### src/rtl/sub_pkg.sv
`default_nettype none
// ============================================================================
//  Module      : sub_pkg
//  Description : Shared FSM state encoding and counter sizing for the
//                bit-serial subtractor.
//  Revision    : 1.0 - initial release
// ============================================================================
package sub_pkg;

    typedef enum logic [1:0] {
        S_IDLE = 2'd0,
        S_RUN  = 2'd1,
        S_DONE = 2'd2
    } state_t;

    localparam int MAX_WIDTH = 32;
    localparam int CNT_W_MAX = $clog2(MAX_WIDTH);

    // Bits needed to count bit positions 0..w-1.
    function automatic int cnt_width(input int w);
        return (w < 2) ? 1 : $clog2(w);
    endfunction

endpackage
`default_nettype wire

### src/rtl/full_subtractor.sv
`default_nettype none
// ============================================================================
//  Module      : full_subtractor
//  Description : One-bit full subtractor cell, d = x - y - bin.
//  Revision    : 1.0 - initial release
// ============================================================================
module full_subtractor (
    input  logic x,
    input  logic y,
    input  logic bin,
    output logic d,
    output logic bout
);

    assign d    = x ^ y ^ bin;
    assign bout = (~x & y) | (~(x ^ y) & bin);

endmodule
`default_nettype wire

### src/rtl/serial_subtractor.sv
`default_nettype none
// ============================================================================
//  Module      : serial_subtractor
//  Description : Bit-serial a - b, LSB first, one bit per clock with a
//                start/busy/done handshake.
//  Revision    : 1.0 - initial release
// ============================================================================
module serial_subtractor
    import sub_pkg::*;
#(
    parameter int WIDTH = 8
) (
    input  logic             clk,
    input  logic             rst,
    input  logic             start,
    input  logic [WIDTH-1:0] a,
    input  logic [WIDTH-1:0] b,
    output logic             busy,
    output logic             done,
    output logic [WIDTH-1:0] diff,
    output logic             borrow,
    output logic             ovf
);

    localparam int             CNT_W    = cnt_width(WIDTH);
    localparam logic [CNT_W-1:0] LAST_CNT = CNT_W'(WIDTH - 1);

    state_t           state_q, state_d;
    logic [WIDTH-1:0] a_sr_q, a_sr_d;
    logic [WIDTH-1:0] b_sr_q, b_sr_d;
    logic [WIDTH-1:0] res_q, res_d;
    logic [WIDTH-1:0] diff_q, diff_d;
    logic [CNT_W-1:0] cnt_q, cnt_d;
    logic             borrow_ff_q, borrow_ff_d;
    logic             borrow_q, borrow_d;
    logic             ovf_q, ovf_d;
    logic             slice_d, slice_bout;

    full_subtractor u_slice (
        .x    (a_sr_q[0]),
        .y    (b_sr_q[0]),
        .bin  (borrow_ff_q),
        .d    (slice_d),
        .bout (slice_bout)
    );

    always_ff @(posedge clk) begin
        if (rst) begin
            state_q     <= S_IDLE;
            a_sr_q      <= '0;
            b_sr_q      <= '0;
            res_q       <= '0;
            diff_q      <= '0;
            cnt_q       <= '0;
            borrow_ff_q <= 1'b0;
            borrow_q    <= 1'b0;
            ovf_q       <= 1'b0;
        end else begin
            state_q     <= state_d;
            a_sr_q      <= a_sr_d;
            b_sr_q      <= b_sr_d;
            res_q       <= res_d;
            diff_q      <= diff_d;
            cnt_q       <= cnt_d;
            borrow_ff_q <= borrow_ff_d;
            borrow_q    <= borrow_d;
            ovf_q       <= ovf_d;
        end
    end

    always_comb begin
        state_d     = state_q;
        a_sr_d      = a_sr_q;
        b_sr_d      = b_sr_q;
        res_d       = res_q;
        diff_d      = diff_q;
        cnt_d       = cnt_q;
        borrow_ff_d = borrow_ff_q;
        borrow_d    = borrow_q;
        ovf_d       = ovf_q;

        case (state_q)
            S_IDLE, S_DONE: begin
                if (start) begin
                    a_sr_d      = a;
                    b_sr_d      = b;
                    res_d       = '0;
                    cnt_d       = '0;
                    borrow_ff_d = 1'b0;
                    state_d     = S_RUN;
                end else begin
                    state_d = S_IDLE;
                end
            end
            S_RUN: begin
                res_d       = {slice_d, res_q[WIDTH-1:1]};
                a_sr_d      = a_sr_q >> 1;
                b_sr_d      = b_sr_q >> 1;
                borrow_ff_d = slice_bout;
                cnt_d       = cnt_q + 1'b1;
                if (cnt_q == LAST_CNT) begin
                    // The slice is on the sign bits here, so overflow is
                    // judged from the cell inputs and output directly.
                    diff_d   = {slice_d, res_q[WIDTH-1:1]};
                    borrow_d = slice_bout;
                    ovf_d    = (a_sr_q[0] ^ b_sr_q[0]) & (slice_d ^ a_sr_q[0]);
                    cnt_d    = '0;
                    state_d  = S_DONE;
                end
            end
            default: state_d = S_IDLE;
        endcase
    end

    assign busy   = (state_q == S_RUN);
    assign done   = (state_q == S_DONE);
    assign diff   = diff_q;
    assign borrow = borrow_q;
    assign ovf    = ovf_q;

endmodule
`default_nettype wire
### config.mk
export PLATFORM = sky130hd
export DESIGN_NAME = serial_subtractor
export DESIGN_NICKNAME = d
export VERILOG_FILES = /design/src/rtl/sub_pkg.sv /design/src/rtl/full_subtractor.sv /design/src/rtl/serial_subtractor.sv
export SDC_FILE = /design/constraint.sdc
export NUM_CORES = 1
export LEC_CHECK = 0
export CORE_MARGIN = 3
export CORE_UTILIZATION = 25
export DETAILED_ROUTE_END_ITERATION = 6
export PLACE_DENSITY = 0.52
export SLEW_MARGIN = 10
export SYNTH_ARGS = -nofsm -noshare
export SYNTH_HDL_FRONTEND = slang
export SYNTH_SLANG_ARGS = --single-unit
### constraint.sdc
create_clock -name clk -period 1.9 [get_ports clk]
set_clock_uncertainty 0.05 [all_clocks]
set_input_delay 0.285 -clock clk [delete_from_list [all_inputs] [get_ports clk]]
set_output_delay 0.285 -clock clk [all_outputs]
set_load 0.01 [all_outputs]
==> impl_metrics.toml <==
[finish]
area.sequential_sq_um = 781
nets = 247
drive_above_1_share_pct = 11.2
area_delta_synth_final_pct = 25.9
multi_input_area_sq_um = 769
nFillCells = 676
diodes = 0

[timing]
tightest_slew_ps = 462
slew_headroom_pct = 69.2
tns_ps = 0
hold_viol = 0
finalCritPeriodShare_pct = 94.7
rsz0062_at_grt = "false"
setup_viol = 0
setup_ws_ps = 101
period_needed_ps = 1800
fmax_mhz = 556
report.final.slew_viol_count = 0

[global_route]
grt_pass1_wl_um = 6020
grt_max_degree = 43
grt_pass1_vias = 1308
grtUsageTotal_pct = 9.85
use_met3_pct = 3.76
grt_busiest_layer = "met2"
overflow = 0
antenna_found_initial = 0
met2_usage_pct = 15.6
met1_usage_pct = 12.5

[routing]
ant_nets = 0
vias = 1399
drt-pass1-iter-count = 4
drc_errors = 0
routed_wl_um = 3490
wl_per_cell_um = 11.6
via_per_inst = 4.65
drtIter0Drc = 57

[power_and_ir_drop]
vdd_drop_max_uv = 399
power.density_nw_per_um2 = 787
power_leakage_nw = 0.746

[critical_path]
critical_path_class = "register to output port"
crit_arrival_ps = 1460
reg2reg_depth = 5
crit_family = "buffers and inverters"
path_cells = "nand2b_1 -> inv_1 -> clkdlybuf4s50_1"
r2r-start = "b_sr_q[0]"
r2r_end = "ovf"
crit_buf_inv = 2
end_kind = "output port"
worst-r2r-setup-slack_ps = 240
cp_data_required_time_ps = 1560
critPathMaxStageDelay_ps = 540
cp_slowest_cell = "clkdlybuf4s50_1"
crit_fanout = 7
crit_path_start_kind = "register"

[clocking]
clock_latency_ps = 290
clk_pin_slew_ps = 70
cts-buffers-inserted = 5
hold_buffers = 0
cts_setup_buffers = 0
htree_levels = 2
cts_max_path_buffers = 2
cts_sinks = 39
cts-root-buf = "clkbuf_8"
cts_tree = "done"
ctsResizeCount = 0

[placement]
dp_slack_ps = 260
gp_congestion = 0.727
dp_hpwl_um = 2260
io_buffers = 30

[floorplan]
rows = 29
dieArea_sq_um = 7750
die_x_um = 88.0
start_util_pct = 26.2
core_area_sq_um = 6420
ioPinCount = 31
die_h_um = 88.0

[synth]
syn_avg_cell_area_sq_um = 8.50
ys_warn_count = 0
syn_area_sq_um = 1680
synth_nets = 221
ys_types = 27
syn_inst = 198
ys_ff_latch = 39
yosysSeqAreaShare_pct = 46.4

[status]
status = "finished clean"

[flow_run]
maxCapViolCount = 0

[hold_path]
hold_depth = 2
min_from = "diff[7]"
whs_endpoint = "diff[7]"
min_path_type = "register to register"
## worst register-to-register path, delay by kind of cell, from the launching register on
kind            cells  cell delay [ps]
buf+inv             1               70
flops               1              350
fa+ha+maj           1              510
compound gates      1              150
xor+xnor            1              150
simple gates        1              320
## placed cells by master, fill, tap and decap left out, drive strengths merged
cell type,synthesis,layout
and2b,1,1
a211oi,1,1
inv,4,4
nor2,18,18
dfxtp,39,39
clkbuf,4,6
nand2,56,56
ha,3,3
nand3,12,12
o21a,1,1
and3b,1,1
or3,1,1
nand2b,3,3
nand3b,1,1
a31oi,1,1
nor4b,1,1
buf,13,6
fa,1,1
a21oi,21,21
clkinv,0,1
a311oi,14,14
xnor2,1,1
nor2b,1,1
clkdlybuf4s50,0,30
## routing by layer
metal | up-vias | share of wire (%)
met5 | - | 0
met4 | 0 | 1.2
met3 | 5 | 5.9
met2 | 33 | 44
met1 | 646 | 49
li1 | 715 | -
## cell usage after synthesis
master	count	area share, %
nor4b_1	1	0.52
nor2_1	18	4.0
fa_1	1	1.2
nand2_2	6	2.2
and2b_1	1	0.45
a311oi_1	8	4.2
buf_12	1	1.2
ha_1	3	2.2
and3b_1	1	0.52
a31oi_1	1	0.37
nand3_1	12	3.6
o21a_1	1	0.45
inv_1	4	0.89
or3_1	1	0.37
xnor2_1	1	0.52
nor2b_1	1	0.37
a311oi_2	6	5.4
buf_2	6	1.8
buf_6	2	1.3
nand2b_1	3	1.1
nand3b_1	1	0.45
dfxtp_1	39	46
buf_4	4	1.8
nand2_1	50	11
clkbuf_1	4	0.89
a21oi_1	21	6.2
a211oi_1	1	0.45
## power breakdown
| group | leakage, nW | switching (mW) | total (mW) | internal, mW |
|---|---|---|---|---|
| Sequential | 0.318 | 0.0253 | 0.881 | 0.856 |
| Clock | 0.0470 | 0.275 | 0.559 | 0.285 |
| Combinational | 0.381 | 0.120 | 0.228 | 0.108 |
| Total | 0.746 | 0.420 | 1.67 | 1.25 |
## worst max path at each step
stage | from | to | slack, ps | depth (start not counted)
after floorplan | b_sr_q[0] | ovf | 350 | 5
final | state_q[0] | busy | 100 | 3
after global routing | state_q[0] | busy | 1 | 3
after detailed placement | b_sr_q[0] | ovf | 260 | 5
after CTS | state_q[0] | busy | 70 | 3
after global placement | b_sr_q[0] | ovf | 250 | 5
## state kept, by name, indices dropped and copies added (netlist names)
register	cells
cnt_q	3
a_sr_q	8
borrow_ff_q	1
state_q	2
borrow	1
b_sr_q	8
diff	8
ovf	1
res_q	7
## logic make-up (layout without fill, tap and decap cells)
group | Yosys count | in the layout | synth area share (%)
AO/OA/AOI/OAI | 38 | 38 | 17.0
XOR/XNOR | 1 | 1 | 0.521
adder cells (fa/ha/maj) | 4 | 4 | 3.42
buffers and inverters | 21 | 47 | 7.88
flip-flops | 39 | 39 | 46.4
AND/OR/NAND/NOR | 95 | 95 | 24.8
## layout make-up
class / count / share of cell area (%)
Multi-Input combinational cell: 138 / 36.3
Tap cell: 77 / 4.55
Sequential cell: 39 / 36.8
Clock inverter: 1 / 0.236
Clock buffer: 6 / 3.90
Timing Repair Buffer: 36 / 17.5
Inverter: 4 / 0.708
## metrics by stage
stage	utilization, %	cell area, sq um	hold WS (ps)	total power, mW	std cells
after CTS	33.0	2120	409	1.69	301
after global routing	33.0	2120	434	1.75	301
after floorplan	-	1680	371	1.06	198
final	33.0	2120	405	1.67	301
after global placement	31.6	2030	393	1.13	294
after detailed placement	31.6	2030	398	1.13	294
No activity file was read; power rests on OpenSTA's default activity.
==> edit 1 (same settings) <==
Re-encode `state_t` (3 states) as one-hot, 3 bits wide.
--- a/src/rtl/sub_pkg.sv
+++ b/src/rtl/sub_pkg.sv
@@ -7,10 +7,10 @@
 // ============================================================================
 package sub_pkg;
 
-    typedef enum logic [1:0] {
-        S_IDLE = 2'd0,
-        S_RUN  = 2'd1,
-        S_DONE = 2'd2
+    typedef enum logic [2:0] {
+        S_IDLE = 3'b001,
+        S_RUN  = 3'b010,
+        S_DONE = 3'b100
     } state_t;
 
     localparam int MAX_WIDTH = 32;
Check against the original RTL: same outputs for any inputs over 10 cycles, from zero or initial values and one cycle with rst high; not proved beyond that.
==> edit 1 against the original RTL <==
- total power rose by 12%
- highest routed layer unchanged
- design area grew 15%
- largest power group unchanged
- setup slack better by 0.11 ns
- critical path type unchanged
- routed wire length is 23% higher
- utilization up 1.9 points
- area after synthesis grew 9.6%
- via count is 8.6% higher
- sequential cell count grew 1
==> edit 1: results (changes against the original RTL) <==
[placed_design]
pre_cts_ws_ns = -0.0211  ; was 0.260 ns
placed_cell_area_sq_um = 2320  ; was 2030 sq um
dp_hpwl_um = 2950  ; was 2260 um
gp_congestion = 0.700  ; was 0.727

[yosys]
synthTopCellsByArea = dfxtp_1 43%, a311oi_2 11%, nand2_1 9.2%  ; was dfxtp_1 46%, nand2_1 11%, a21oi_1 6.2%
synthTopCellsByCount = 45 x nand2_1, 40 x dfxtp_1, 14 x a311oi_2, 14 x nor4_1, 12 x nand2b_1  ; was 50 x nand2_1, 39 x dfxtp_1, 21 x a21oi_1, 18 x nor2_1, 12 x nand3_1
syn-num-nets = 222  ; was 221
synth.distinct_cells = 34  ; was 27
postSynthAreaPerCell_sq_um = 9.27  ; was 8.50 sq um

[finish]
layout.nets = 258  ; was 247
drive_above_1_share_pct = 19.1  ; was 11.2%
fillers = 762  ; was 676

[setup_path]
arrival_ns = 1.36  ; was 1.46 ns
crit_type = reg -> out  ; unchanged
crit_start = state_q[2]  ; was state_q[0]
r2r_start = b_sr_q[0]  ; unchanged
reg2reg_to = ovf  ; unchanged

[power_and_ir_drop]
sw_frac_of_total_pct = 24.4  ; was 25.2%
leakage_nw = 0.849  ; was 0.746 nW
power.density_nw_per_um2 = 767  ; was 787 nW/um^2
ir_drop_uv = 234  ; was 399 uV

[grt]
grt_max_degree = 33  ; was 43
grt_pass1_wl_um = 7430  ; was 6020 um
grtUsageTotal_pct = 10.7  ; was 9.85%

[sta]
slew_headroom_pct = 77.2  ; was 69.2%
max_freq_mhz = 592  ; was 556 MHz

[die]
num_rows = 30  ; was 29

[route]
via_per_inst = 4.58  ; was 4.65
wirelength_um = 4280  ; was 3490 um

[status]
status = finished, final reports clean  ; unchanged

-- edit 1: changes by cell type after synthesis, sizes merged, moves of 2 or more --
cell | unedited run | this run
buf | 13 | 10
nand2 | 56 | 45
clkbuf | 4 | 9
o21ai | 0 | 6
nand3b | 1 | 3
nor4bb | 0 | 3
o22ai | 0 | 5
nand3 | 12 | 3
a21oi | 21 | 11
nor4 | 0 | 14
or4bb | 0 | 2
nor2 | 18 | 2
nand2b | 3 | 12
-- edit 1: worst min path at each step --
| stage | to | slack [ns] | cells past startpoint | from |
|---|---|---|---|---|
| 3_5_place_dp | diff[5] | 0.40 | 2 | res_q[6] |
| 6_report | diff[5] | 0.41 | 2 | res_q[6] |
| 3_3_place_gp | diff[5] | 0.39 | 2 | res_q[6] |
| 4_1_cts | diff[5] | 0.41 | 2 | res_q[6] |
| 2_1_floorplan | diff[0] | 0.38 | 2 | res_q[1] |
| 5_1_grt | diff[3] | 0.43 | 2 | diff[3] |
-- edit 1: kinds of logic after synthesis --
family	after synthesis	share of synthesized area (%)
AO/OA/AOI/OAI	40	19.3
XOR/XNOR	1	0.475
buffers and inverters	24	7.53
flip-flops	40	43.4
AND/OR/NAND/NOR	90	26.1
adder cells (fa/ha/maj)	4	3.12
-- edit 1: final cells by class --
cell class,count,area share (%)
repair buffers,48,18.8
well taps,96,4.94
flip-flops and latches,40,32.9
multi-input cells,135,37.8
clock inverters,3,1.75
inverters,5,0.977
clock buffers,5,2.83
-- edit 1: metal layers --
| metal | GRT usage, % | vias up | part of all wire [%] |
|---|---|---|---|
| met5 | 0 | - | 0 |
| met3 | 2.13 | 6 | 2.8 |
| met4 | 4.08 | 0 | 2.0 |
| li1 | - | 783 | - |
| met2 | 16.2 | 22 | 45 |
| met1 | 14.9 | 709 | 51 |
-- edit 1: power by group through the flow --
stage	registers (mW)	logic, mW	clock network, mW
after floorplan	0.914	0.172	0
after CTS	0.897	0.278	0.711
final	0.896	0.274	0.695
after global routing	0.901	0.301	0.750
after detailed placement	0.916	0.276	0
after global placement	0.916	0.275	0
-- edit 1: timing repair --
action / CTS / global route
endpoints found under the setup margin: 2 / 0
resized for setup: 3 / 0
hold buffers: 0 / 0
-- edit 1: worst max-delay path: stages (launching register included) --
cell and delay, ns:
dfxtp_1 0.32, or3b_4 0.42, clkinv_4 0.06, dlygate4sd2_1 0.26
-- edit 1: stage by stage --
step	TNS [ns]	total power [mW]
after floorplan	0	1.09
after global placement	-0.151	1.19
after detailed placement	-0.115	1.19
after CTS	0	1.89
after global routing	0	1.95
final	0	1.87
==> edit 2 (same flow settings) <==
Without the edit above. Change the parameter `WIDTH` from 8 to 12.
--- a/src/rtl/serial_subtractor.sv
+++ b/src/rtl/serial_subtractor.sv
@@ -8,7 +8,7 @@
 module serial_subtractor
     import sub_pkg::*;
 #(
-    parameter int WIDTH = 8
+    parameter int WIDTH = 12
 ) (
     input  logic             clk,
     input  logic             rst,
Ports: changed (resized a, b and diff); port bits go from 31 to 43. No check against the original RTL was run, so the function may have changed too.
==> edit 2 against the original RTL <==
- register-to-register slack got worse by 0.07 ns
- design area is 41% higher
- total power is 40% higher
- sequential cell count up 17
- setup slack worse by 0.0077 ns
- area after synthesis grew 39%
- via count increased by 48%
- first-iteration DRC count up 35%
- routed wire length grew 58%
==> edit 2: results (changes against the original RTL) <==
[grt]
use_met2_pct = 18.2  ; was 15.6%
grt_pass1_wl_um = 9290  ; was 6020 um
globalRouteMet1Util_pct = 14.3  ; was 12.5%
grt_max_degree = 64  ; was 43
grtUsageTotal_pct = 11.0  ; was 9.85%
use_met3_pct = 1.96  ; was 3.76%

[route]
via_count = 2072  ; was 1,399
wl_met2_um = 2650  ; was 1540 um
drtIter0Drc = 77  ; was 57
wl_met3_um = 139  ; was 205 um
met1Wirelength_um = 2630  ; was 1700 um
wirelength_um = 5510  ; was 3490 um

[yosys]
synthXorXnorAreaFrac_pct = 0.376  ; was 0.520%
synth.distinct_cells = 29  ; was 27
syn-num-nets = 315  ; was 221
postSynthAreaPerCell_sq_um = 8.18  ; was 8.50 sq um
synthTopCellsByCount = 59 x nand2_1, 56 x dfxtp_1, 30 x a21oi_1, 29 x nand3_1, 23 x a311oi_1  ; was 50 x nand2_1, 39 x dfxtp_1, 21 x a21oi_1, 18 x nor2_1, 12 x nand3_1
synth_seq_cells = 56  ; was 39
synthTopCellsByArea = dfxtp_1 48%, nand2_1 9.5%, a311oi_1 8.6%  ; was dfxtp_1 46%, nand2_1 11%, a21oi_1 6.2%

[worst_hold_path]
min-delay-start = rst  ; was diff[7]
min_to = borrow_ff_q  ; was diff[7]
min_path_type = in -> reg  ; was reg -> reg

[setup_path]
r2r_slack_ns = 0.17  ; was 0.24 ns
crit_fanout = 4  ; was 7
crit_start = state_q[1]  ; was state_q[0]

[finish]
multi_input_area_sq_um = 1080  ; was 769 sq um
finalNonFillerCells = 429  ; was 301
layout.nets = 350  ; was 247
drive_above_1_share_pct = 8.10  ; was 11.2%
n_all_buffers = 54  ; was 36
final-clk-cell-share_pct = 3.60  ; was 4.13%
buf_share_pct = 17.7  ; was 17.5%

[power_and_ir_drop]
p_seq_mw = 1.26  ; was 0.881 mW
ir_drop_uv = 264  ; was 399 uV

[status]
status = finished, final reports clean  ; unchanged

[placed_design]
placed_cells = 421  ; was 294
dp_hpwl_um = 3640  ; was 2260 um
numPortBuffers = 42  ; was 30

[sta]
slew_headroom_pct = 64.4  ; was 69.2%

[clock_network]
clkLatencyLatePin_ns = 0.31  ; was 0.29 ns

-- edit 2: changes by cell type after synthesis, sizes merged, moves of 6 or more --
cell,unedited run,this run
clkbuf,4,10
o21ai,0,13
a21oi,21,30
nand3,12,29
a311oi,14,23
dfxtp,39,56
-- edit 2: critical path, stage by stage, from the launching register on --
cell	delay, ns
dfxtp_1	0.33
nand2b_2	0.20
inv_1	0.10
clkdlybuf4s50_1	0.54
-- edit 2: through the flow --
stage / setup slack (ns) / cell area [sq um] / utilization, % / power [mW] / hold slack, ns
6_report: 0.0931 / 2990 / 33.6 / 2.34 / 0.405
2_1_floorplan: 0.257 / 2330 / - / 1.47 / 0.371
3_3_place_gp: 0.229 / 2880 / 32.4 / 1.59 / 0.407
3_5_place_dp: 0.192 / 2880 / 32.4 / 1.59 / 0.411
5_1_grt: 0.00689 / 2990 / 33.6 / 2.45 / 0.422
4_1_cts: 0.0601 / 2990 / 33.6 / 2.36 / 0.407
